===== src/rtl/tick_rate_if.sv =====
// Tick stream and decoded-speed outputs between the motor feedback tap and the decoder.
interface tick_rate_if #(
  parameter int CNT_W = 24
) ();
  logic             tick_in;
  logic [1:0]       spd_out;
  logic             spd_valid;
  logic [CNT_W-1:0] period_out;
  logic             err;

  modport master (
    output tick_in,
    input  spd_out,
    input  spd_valid,
    input  period_out,
    input  err
  );

  modport slave (
    input  tick_in,
    output spd_out,
    output spd_valid,
    output period_out,
    output err
  );
endinterface


===== src/rtl/tick_rate_decoder.sv =====
// Recovers the 2-bit speed code from the tick period; a long tick-free interval reads as stopped.
//
// state   | meaning
// IDLE    | out of reset, no period reference yet
// ARMED   | measuring periods, waiting for two consecutive matching codes
// LOCKED  | spd_out confirmed, tracking the same code
// STOPPED | tick-free for TIMEOUT cycles, reports code 00 as valid
module tick_rate_decoder #(
  parameter int CNT_W     = 24,
  parameter int PERIOD_10 = 5000001,
  parameter int PERIOD_20 = 2500001,
  parameter int PERIOD_40 = 1250001,
  parameter int TOL       = 1000,
  parameter int TIMEOUT   = 10000002
) (
  input logic        clk,
  input logic        rst_n,
  tick_rate_if.slave bus
);

  localparam logic [1:0] S_IDLE    = 2'd0;
  localparam logic [1:0] S_ARMED   = 2'd1;
  localparam logic [1:0] S_LOCKED  = 2'd2;
  localparam logic [1:0] S_STOPPED = 2'd3;

  // Two spare bits keep period and band limits free of wrap at the saturated count.
  localparam int PW = CNT_W + 2;

  localparam logic [CNT_W-1:0] TIMEOUT_C = CNT_W'(TIMEOUT);

  localparam logic [PW-1:0] LO_40 = PW'((PERIOD_40 > TOL) ? PERIOD_40 - TOL : 0);
  localparam logic [PW-1:0] HI_40 = PW'(PERIOD_40 + TOL);
  localparam logic [PW-1:0] LO_20 = PW'((PERIOD_20 > TOL) ? PERIOD_20 - TOL : 0);
  localparam logic [PW-1:0] HI_20 = PW'(PERIOD_20 + TOL);
  localparam logic [PW-1:0] LO_10 = PW'((PERIOD_10 > TOL) ? PERIOD_10 - TOL : 0);
  localparam logic [PW-1:0] HI_10 = PW'(PERIOD_10 + TOL);

  logic             tick_q;
  logic [CNT_W-1:0] cnt;
  logic [1:0]       state;
  logic [1:0]       cand;
  logic             cand_ok;

  logic             tick_edge;
  logic             timeout;
  logic [PW-1:0]    period;
  logic             match;
  logic [1:0]       code;

  assign tick_edge = bus.tick_in & ~tick_q;
  assign timeout   = (cnt == TIMEOUT_C);
  assign period    = PW'(cnt) + PW'(1);

  // Fastest code checked first so overlapping bands resolve toward the higher speed.
  always_comb begin
    match = 1'b1;
    code  = 2'b00;
    if (period >= LO_40 && period <= HI_40) begin
      code = 2'b11;
    end else if (period >= LO_20 && period <= HI_20) begin
      code = 2'b10;
    end else if (period >= LO_10 && period <= HI_10) begin
      code = 2'b01;
    end else begin
      match = 1'b0;
    end
  end

  always_ff @(posedge clk or negedge rst_n) begin
    if (!rst_n) begin
      tick_q         <= 1'b0;
      cnt            <= '0;
      state          <= S_IDLE;
      cand           <= 2'b00;
      cand_ok        <= 1'b0;
      bus.spd_out    <= 2'b00;
      bus.spd_valid  <= 1'b0;
      bus.period_out <= '0;
      bus.err        <= 1'b0;
    end else begin
      tick_q  <= bus.tick_in;
      bus.err <= 1'b0;

      if (tick_edge) begin
        cnt <= '0;
      end else if (!timeout) begin
        cnt <= cnt + CNT_W'(1);
      end

      case (state)
        S_IDLE: begin
          if (tick_edge) begin
            state   <= S_ARMED;
            cand_ok <= 1'b0;
          end else if (timeout) begin
            state         <= S_STOPPED;
            bus.spd_out   <= 2'b00;
            bus.spd_valid <= 1'b1;
          end
        end

        S_ARMED: begin
          if (tick_edge) begin
            bus.period_out <= period[CNT_W-1:0];
            if (match) begin
              if (cand_ok && cand == code) begin
                state         <= S_LOCKED;
                bus.spd_out   <= code;
                bus.spd_valid <= 1'b1;
              end else begin
                cand    <= code;
                cand_ok <= 1'b1;
              end
            end else begin
              bus.err <= 1'b1;
              cand_ok <= 1'b0;
            end
          end else if (timeout) begin
            state         <= S_STOPPED;
            bus.spd_out   <= 2'b00;
            bus.spd_valid <= 1'b1;
          end
        end

        S_LOCKED: begin
          if (tick_edge) begin
            bus.period_out <= period[CNT_W-1:0];
            if (match) begin
              // spd_out still carries the locked code; a different code re-arms with it as candidate.
              if (code != bus.spd_out) begin
                state         <= S_ARMED;
                cand          <= code;
                cand_ok       <= 1'b1;
                bus.spd_valid <= 1'b0;
              end
            end else begin
              bus.err       <= 1'b1;
              state         <= S_ARMED;
              cand_ok       <= 1'b0;
              bus.spd_valid <= 1'b0;
            end
          end else if (timeout) begin
            state         <= S_STOPPED;
            bus.spd_out   <= 2'b00;
            bus.spd_valid <= 1'b1;
          end
        end

        S_STOPPED: begin
          if (tick_edge) begin
            state         <= S_ARMED;
            cand_ok       <= 1'b0;
            bus.spd_valid <= 1'b0;
          end
        end

        default: state <= S_IDLE;
      endcase
    end
  end

endmodule


===== src/flat_wrapper.sv =====
// flat-port wrapper written by rule: the top's interface ports become plain ports
module tick_rate_decoder_flat 
#(
  parameter int CNT_W     = 24,
  parameter int PERIOD_10 = 5000001,
  parameter int PERIOD_20 = 2500001,
  parameter int PERIOD_40 = 1250001,
  parameter int TOL       = 1000,
  parameter int TIMEOUT   = 10000002
)
  (clk, rst_n, bus_tick_in, bus_spd_out, bus_spd_valid, bus_period_out, bus_err);
  tick_rate_if #(.CNT_W(CNT_W)) bus_i ();
  input logic clk;
  input logic rst_n;
  input wire logic [$bits(bus_i.tick_in)-1:0] bus_tick_in;
  output wire logic [$bits(bus_i.spd_out)-1:0] bus_spd_out;
  output wire logic [$bits(bus_i.spd_valid)-1:0] bus_spd_valid;
  output wire logic [$bits(bus_i.period_out)-1:0] bus_period_out;
  output wire logic [$bits(bus_i.err)-1:0] bus_err;
  assign bus_i.tick_in = bus_tick_in;
  assign bus_spd_out = bus_i.spd_out;
  assign bus_spd_valid = bus_i.spd_valid;
  assign bus_period_out = bus_i.period_out;
  assign bus_err = bus_i.err;
  tick_rate_decoder #(.CNT_W(CNT_W), .PERIOD_10(PERIOD_10), .PERIOD_20(PERIOD_20), .PERIOD_40(PERIOD_40), .TOL(TOL), .TIMEOUT(TIMEOUT)) u_core (.clk(clk), .rst_n(rst_n), .bus(bus_i));
endmodule

===== config.mk =====
export PLATFORM = sky130hd
export DESIGN_NAME = tick_rate_decoder_flat
export DESIGN_NICKNAME = d
export VERILOG_FILES = /design/src/rtl/tick_rate_if.sv /design/src/rtl/tick_rate_decoder.sv /design/src/flat_wrapper.sv
export SDC_FILE = /design/constraint.sdc
export NUM_CORES = 1
export LEC_CHECK = 0
export ABC_AREA = 1
export CORE_UTILIZATION = 40
export CTS_BUF_LIST = sky130_fd_sc_hd__clkbuf_8 sky130_fd_sc_hd__clkbuf_16
export DETAILED_ROUTE_END_ITERATION = 10
export PLACE_DENSITY_LB_ADDON = 0.15
export REMOVE_ABC_BUFFERS = 1
export SYNTH_ARGS = -nofsm -noshare
export SYNTH_HDL_FRONTEND = slang
export SYNTH_SLANG_ARGS = --single-unit

===== constraint.sdc =====
create_clock -name clk -period 3.2 [get_ports clk]
set_clock_uncertainty 0.1 [all_clocks]
set_input_delay 0.96 -clock clk [delete_from_list [all_inputs] [get_ports clk]]
set_output_delay 0.96 -clock clk [all_outputs]
set_load 0.1 [all_outputs]

# After elaboration in Yosys (flattened, before gate mapping)
# Cells that the tools add are included.
[word_totals]
ff_bits = 58
latch_bits = 0
ram_bits = 0
romBits = 0
inputBits = 3
out_inout_bits = 28
wordCells = 108
mem_count = 0
[classes]
addsub = 2
n_mul = 0
div_mod_pow = 0
n_lt_le_gt_ge = 6
eq_ne = 22
n_shift = 0
mux = 51
bitwise = 2
n_reduce_logical = 16
[ops]
columns = ["operator", "count"]
rows = [
  ["two-way mux 24 bit", 2],
  ["two-way mux 2 bit", 22],
  ["greater-or-equal comparator 26 x 21 -> 1 bit, second input constant", 1],
  ["greater-or-equal comparator 26 x 22 -> 1 bit, second input constant", 1],
  ["greater-or-equal comparator 26 x 23 -> 1 bit, second input constant", 1],
  ["<= comparator 26 x 21 -> 1 bit, second input constant", 1],
  ["<= comparator 26 x 22 -> 1 bit, second input constant", 1],
  ["<= comparator 26 x 23 -> 1 bit, second input constant", 1],
  ["adder 24 x 1 -> 25 bit, second input constant", 1],
  ["adder 24 x 1 -> 24 bit, second input constant", 1],
  ["equality test 24 bit, second input constant", 1],
  ["two-way mux 1 bit", 22],
  ["inequality test 2 x 1 -> 1 bit, second input constant", 8],
  ["inequality test 3 bit, second input constant", 4],
  ["AND reduction 5 bit", 2],
  ["one-hot mux 2 bit (2 select lines)", 2],
  ["one-hot mux 2 bit (4 select lines)", 1],
  ["AND reduction 4 bit", 2],
  ["AND reduction 7 bit", 1],
  ["inequality test 2 bit, second input constant", 3],
  ["OR reduction 2 bit", 3],
  ["equality test 2 bit, second input constant", 2],
  ["logical AND 1 bit", 4],
  ["inequality test 4 bit, second input constant", 1],
  ["other kinds (10)", 11],
]

# Longest topological paths before layout
# Gate-level depths: netlist of the first run.
[logic_depth]
word_depth = 12
mapped_depth = 26
ltp_nobuf = 26

# Worst setup path before layout of the first run
# OpenSTA, ideal clock, no wires.
[synth_path]
path_kind = "register to register"
start = "register u_core.cnt[1]"
end = "register u_core.bus.spd_out[1]"
setup_time_ns = 0.125
t_arrival_ns = 2.601
required_time_ns = 2.975
slack_ns = 0.374
stages_incl_launch_ff = 24
n_path_buf = 1
synth_period_minus_slack_ns = 2.826
cell_sequence = "dfrtp_1 -> ha_1 -> nand2_2 -> nor2_4 -> nand2_4 -> nor2_4 -> nand2_1 -> nand2_4 -> nand2_1 -> inv_2 -> nand2_2 -> nor2_2 -> nand3_1 -> nand2_1 -> nand2_1 -> nand2_2 -> buf_6 -> a21oi_1 -> nor2_2 -> nand3_2 -> nand2_4 -> nand2_2 -> nand2_1 -> o21ai_1"
[synth_between]
elab_chain_len = 10
word_cells_on_any_way = 28
cone_classes = "1 x add/sub; 6 x order compare; 4 x eq/ne; 12 x mux; 5 x reduce/logical"
[synth_rtl]
columns = ["element", "line_no", "source"]
rows = [
  ["start, declared", "tick_rate_decoder.sv:39", "logic [CNT_W-1:0] cnt;"],
  ["start signal, assigned", "tick_rate_decoder.sv:87", "cnt <= cnt + CNT_W'(1);"],
  ["adder 24 x 1 -> 25 bit", "tick_rate_decoder.sv:52", "assign period = PW'(cnt) + PW'(1);"],
  ["greater-or-equal comparator 26 x 23 -> 1 bit or <= comparator 26 x 23 -> 1 bit (tied branches)", "tick_rate_decoder.sv:62", "end else if (period >= LO_10 && period <= HI_10) begin"],
  ["logical AND 1 bit", "tick_rate_decoder.sv:62", ""],
  ["two-way mux 1 bit", "tick_rate_decoder.sv:62", ""],
  ["two-way mux 2 bit", "tick_rate_decoder.sv:60", "end else if (period >= LO_20 && period <= HI_20) begin"],
  ["two-way mux 2 bit", "tick_rate_decoder.sv:58", "if (period >= LO_40 && period <= HI_40) begin"],
  ["equality test 2 bit", "tick_rate_decoder.sv:106", "if (cand_ok && cand == code) begin"],
  ["logical AND 1 bit", "tick_rate_decoder.sv:106", ""],
  ["inequality test 3 bit (no line)", "--", ""],
  ["AND reduction 4 bit (no line)", "--", ""],
  ["end signal, assigned", "tick_rate_decoder.sv:108", "bus.spd_out <= code;"],
  ["end, declared", "tick_rate_if.sv:21", "output spd_out,"],
]
# Parallel ways exist; a longest one is shown, timed or not. The select of a mux whose other input is x is not followed.
# A chain may end at the register's enable or synchronous reset.

# Worst setup path after layout of the first run
[layout_path]
start = "register u_core.cnt[0]"
end = "register u_core.cand[1]"
[layout_between]
elab_chain_len = 10
word_cells_on_any_way = 31
cone_classes = "1 x add/sub; 6 x order compare; 6 x eq/ne; 13 x mux; 5 x reduce/logical"
[layout_rtl]
columns = ["element", "line_no", "source"]
rows = [
  ["adder 24 x 1 -> 25 bit (*)", "tick_rate_decoder.sv:52", ""],
  ["named net u_core.period[0]", "tick_rate_decoder.sv:46", "logic [PW-1:0] period;"],
  ["greater-or-equal comparator 26 x 23 -> 1 bit or <= comparator 26 x 23 -> 1 bit (tied branches)", "tick_rate_decoder.sv:62", ""],
  ["logical AND 1 bit", "tick_rate_decoder.sv:62", ""],
  ["two-way mux 1 bit", "tick_rate_decoder.sv:62", ""],
  ["two-way mux 2 bit", "tick_rate_decoder.sv:60", ""],
  ["two-way mux 2 bit", "tick_rate_decoder.sv:58", ""],
  ["equality test 2 bit", "tick_rate_decoder.sv:106", ""],
  ["logical AND 1 bit", "tick_rate_decoder.sv:106", ""],
  ["inequality test 2 bit (no line)", "--", ""],
  ["AND reduction 7 bit (no line)", "--", ""],
  ["end signal, assigned", "tick_rate_decoder.sv:111", "cand <= code;"],
  ["end signal, assigned", "tick_rate_decoder.sv:132", "cand <= code;"],
  ["end, declared", "tick_rate_decoder.sv:41", "logic [1:0] cand;"],
]
# Mark *: on every way through the listed nets, which the timed path passes. The rest lies on a longest branch. The select of a mux whose other input is x is not followed.

==> results of run 1 <==
-- final cells by class --
type	count	area (um2)	area share
tap	136	170.2	0.03151
inverter	78	292.8	0.05422
clock buffer	12	165.2	0.03058
timing repair buffer	57	447.9	0.08295
sequential	58	1465	0.2713
clock inverter	3	38.79	0.007183
multi-input combinational	527	2820	0.5222
-- stage by stage --
stage / setup TNS, ns / total power [W] / setup slack (ns)
CTS: 0 / 0.002624 / 0.005607
floorplan: -4.275 / 0.001611 / -0.1761
finish: 0 / 0.002668 / 0.2056
global placement: 0 / 0.001875 / 0.03657
detailed placement: -0.02141 / 0.001887 / -0.01180
global route: -0.1062 / 0.002796 / -0.03299
-- where the power goes --
part           total, W  switching (W)  internal, W
Clock          0.000725       0.000310     0.000415
Sequential     0.000912      0.0000956     0.000816
Combinational   0.00103       0.000740     0.000291
-- logic make-up after synthesis --
family	after synthesis	synth area share
compound gates	63	0.07662
fa+ha+maj	8	0.02270
buf+inv	87	0.07662
flops	58	0.3292
simple gates	456	0.4949
-- state kept, by name, summed over array words and instances, names as in the netlist --
| name | flops |
|---|---|
| u_core.state | 2 |
| u_core.cand | 2 |
| u_core.tick_q | 1 |
| u_core.cnt | 24 |
| u_core.bus.spd_valid | 1 |
| u_core.bus.period_out | 24 |
| u_core.cand_ok | 1 |
| u_core.bus.spd_out | 2 |
| u_core.bus.err | 1 |
-- critical path: cells and delay by family, from the launching register on --
| family | cells | cell delay (ns) |
|---|---|---|
| and+or+nand+nor | 18 | 1.91 |
| buffers and inverters | 3 | 0.40 |
| DFF | 1 | 0.39 |
| AOI/OAI and AO/OA | 1 | 0.07 |
-- repair_timing --
| item | CTS | global route |
|---|---|---|
| setup buffers | 1 | 12 |
| pin swaps | 0 | 19 |
| setup endpoints to repair | 2 | 8 |
| gates resized for setup | 0 | 69 |
-- layer usage --
metal | vias to the layer above | wire length [um] | GRT usage | share of wire
met5 | - | 0 | 0 | 0
met1 | 2106 | 6615 | 0.3515 | 0.48
met4 | 0 | 297 | 0.1018 | 0.022
li1 | 2267 | - | - | -
met3 | 18 | 680 | 0.05106 | 0.050
met2 | 111 | 6121 | 0.3848 | 0.45
-- placed cells by master, fill, tap and decap left out, types with 2 or more instances in the layout --
master                     synthesis  layout
sky130_fd_sc_hd__a21oi_1          10       9
sky130_fd_sc_hd__a21oi_2           2       3
sky130_fd_sc_hd__a31oi_1           3       3
sky130_fd_sc_hd__buf_4             1      52
sky130_fd_sc_hd__buf_6             1       2
sky130_fd_sc_hd__clkbuf_8          0      12
sky130_fd_sc_hd__dfrtp_1          58      47
sky130_fd_sc_hd__dfrtp_2           0      11
sky130_fd_sc_hd__ha_1              8       7
sky130_fd_sc_hd__inv_1            68      68
sky130_fd_sc_hd__inv_2             9      10
sky130_fd_sc_hd__nand2_1         208     197
sky130_fd_sc_hd__nand2_2          28      32
sky130_fd_sc_hd__nand2_4           8      15
sky130_fd_sc_hd__nand3_1          61      60
sky130_fd_sc_hd__nand3_2           6       6
sky130_fd_sc_hd__nand3b_1          3       3
sky130_fd_sc_hd__nand4_1          15      15
sky130_fd_sc_hd__nor2_1           80      61
sky130_fd_sc_hd__nor2_2           15      24
sky130_fd_sc_hd__nor2_4           10      20
sky130_fd_sc_hd__nor2_8            2       2
sky130_fd_sc_hd__nor3_1           14      13
sky130_fd_sc_hd__nor4_1            5       5
sky130_fd_sc_hd__o21ai_0          34      34
sky130_fd_sc_hd__o21ai_1          10       9
sky130_fd_sc_hd__o21ai_2           1       2
-- path summary, 6_finish.rpt --
check / from / to / slack [ns] / cells past startpoint
setup / recovery: u_core.cnt[0]$_DFFE_PN0P_ / u_core.cand[1]$_DFFE_PN0P_ / 0.21 / 22
hold / removal: u_core.bus.period_out[16]$_DFFE_PN0P_ / u_core.bus.period_out[16]$_DFFE_PN0P_ / 0.38 / 2
setup reg to reg: u_core.cnt[0]$_DFFE_PN0P_ / u_core.cand[1]$_DFFE_PN0P_ / 0.21 / 22
hold reg to reg: u_core.bus.period_out[16]$_DFFE_PN0P_ / u_core.bus.period_out[16]$_DFFE_PN0P_ / 0.38 / 2
max in group asynchronous: rst_n / u_core.cnt[2]$_DFFE_PN0P_ / 1.85 / 2
min in group asynchronous: rst_n / u_core.cnt[19]$_DFFE_PN0P_ / 0.53 / 1
==> reports/results.txt, run 1 <==
The number of distinct library cells after synthesis is 31, and the share of layout cells above drive strength 1 is 0.2707. The via count of the first global-routing pass was 4131; the post-route minimum period was 2.994 ns. Clock-pin slew was measured on the worst setup and hold paths at 0.06 ns.

From left edge to right edge, the die measures 107.0 um. The half-perimeter wire length of the detailed placement result is 10.35 mm. Traced cell by cell, the critical path runs through buf_4 > inv_2 > nor2_8 > nand2_2 > nor2_4 > nand2_1 > nand2_4 > nand2_1 > nor2_2 > nand2_1 > nor2_1 > a21oi_1 > nand2_1 > nand2_4 > buf_6 > nand3b_1 > nand2_1 > and2_4 > nor2_2 > nand2_1 > nand2_1 > nand2_1. TritonCTS built the clock tree. The repair_antennas step left the layout with diodes totalling 0. After routing the design area is 5400 um2. By instance count, the cell type seen most on the critical path is sky130_fd_sc_hd__nand2_1. The tightest min-delay check is of the reg -> reg type.

The number of clock sinks came out at 58. The finished layout holds 871 standard cells, fillers aside. The tools report the initial core utilization as 0.4196. Setup violations remaining at the end of the flow were counted as 0. STA classifies the critical path endpoint as a register.

Once detail routing completed, the nets flagged for antenna violations numbered 0. The tightest hold margin is 0.3843 ns, and the async set-reset flop share out of synthesis is 1.000. Slew of the pin with the lowest slew margin: 0.6664 ns. After synthesis, the most frequently instantiated cells are sky130_fd_sc_hd__nand2_1, sky130_fd_sc_hd__nor2_1, sky130_fd_sc_hd__inv_1. The post-detailed-route via-to-cell ratio was 5.169.

The part of the cycle the worst path needs came out at 0.9357. Static timing analysis puts the maximum clock frequency at 334.0 MHz. Ranked by total cell area, the synthesized netlist is headed by sky130_fd_sc_hd__dfrtp_1, sky130_fd_sc_hd__nand2_1, sky130_fd_sc_hd__nand3_1. The logs give 3.14 ns for the data arrival time at the worst-slack endpoint and 0.5557 for the worst slew margin relative to its limit. The number of hold violations in the final report is 0, and the first-pass detailed-route iteration total is 5. Averaged over all synthesized cells, the footprint is 6.561 um2. For this run, the leading register cell type out of synthesis is sky130_fd_sc_hd__dfrtp_1. Cell taking the most area after synthesis: sky130_fd_sc_hd__dfrtp_1. The pin count of the biggest net entering global routing is 32, and the area enclosed by the die boundary is 11450 um2. The run finished with clean final reports.

The tools report the number of antenna violations at the first check in global routing as 0. Max-cap violations in this run came to 0. Measured along the y axis, the die boundary spans 107.0 um. The run gives 0.2536 as the aggregate global-route resource usage.

The slowest stage of the critical path belongs to the cell sky130_fd_sc_hd__dfrtp_1. The routed layout has 4502 vias. The first global-routing pass estimated 21.80 mm of wire. The sum of overflow across all layers after global routing is 0, and the part of the Yosys area used for sequential elements is 0.3292. The floorplan has 37 rows. The tools report the count of warnings emitted by yosys as 0. After detailed placement, the design holds a cell count of 843. For the number of CTS-inserted buffers, the log shows 9. The core outline area was 10510 um2; the number of buffers on the longest clock path was 2. The largest single stage delay on the critical path is 0.39 ns.

Relative to the synthesized area, the layout overhead comes to 22.47%. The number of H-tree levels is 3. The tools report the count of pins on the block boundary as 31.

The critical path is of the reg -> reg type. Dividing total power by cell area gives a power density of 494.1 nW/um2. The fill cell total of the finished layout is 1080.

After the first detailed-routing iteration, the DRC count stood at 307. The final layout contains routed wiring with a total length of 13.71 mm. Cell at the root of the clock tree: sky130_fd_sc_hd__clkbuf_8.

In the final design database the tool counted 742 nets. After detailed routing, the number of remaining DRC violations is 0. The count of buffers inserted at the top-level ports is 30, and the detailed-route wire length per cell is 15.74 um. The tools report the startpoint kind of the worst setup timing path as a register. At the end of routability-driven placement, the weighted congestion stood at 0.9495.

The standby leakage power was 2.626 nW; the number of hold buffers added after cts was 0. The tools report the fraction of the core area covered by cells at the end of the flow as 0.5139. The tools report the cell area after placement as 4880 um2.

Along the worst path, the maximum fanout reaches 8. The synthesized design contains 0 enable-type register cells. The post-synthesis instance area was 4409 um2. The total count of max-transition violations in the final report was 0. Data on the critical path is required at its endpoint by 3.35 ns. VDD sags by at most 0.4722 mV. Flip-flop and latch count after synthesis: 58.

Among all cell types in the netlist, the one instantiated most often is sky130_fd_sc_hd__nand2_1. The clock insertion delay at the later pin of the skew report is 0.36 ns, and the post-synthesis cell count is 672. The area share of the largest cell type after synthesis came out at 0.3292.
No activity file was read; power rests on OpenSTA's default activity.
==> run 2: changes to the inputs <==
Settings changed: CAP_MARGIN set to 20.
==> results of run 2 <==
No change in the layout: final DEF, timing and power equal those of run 1.
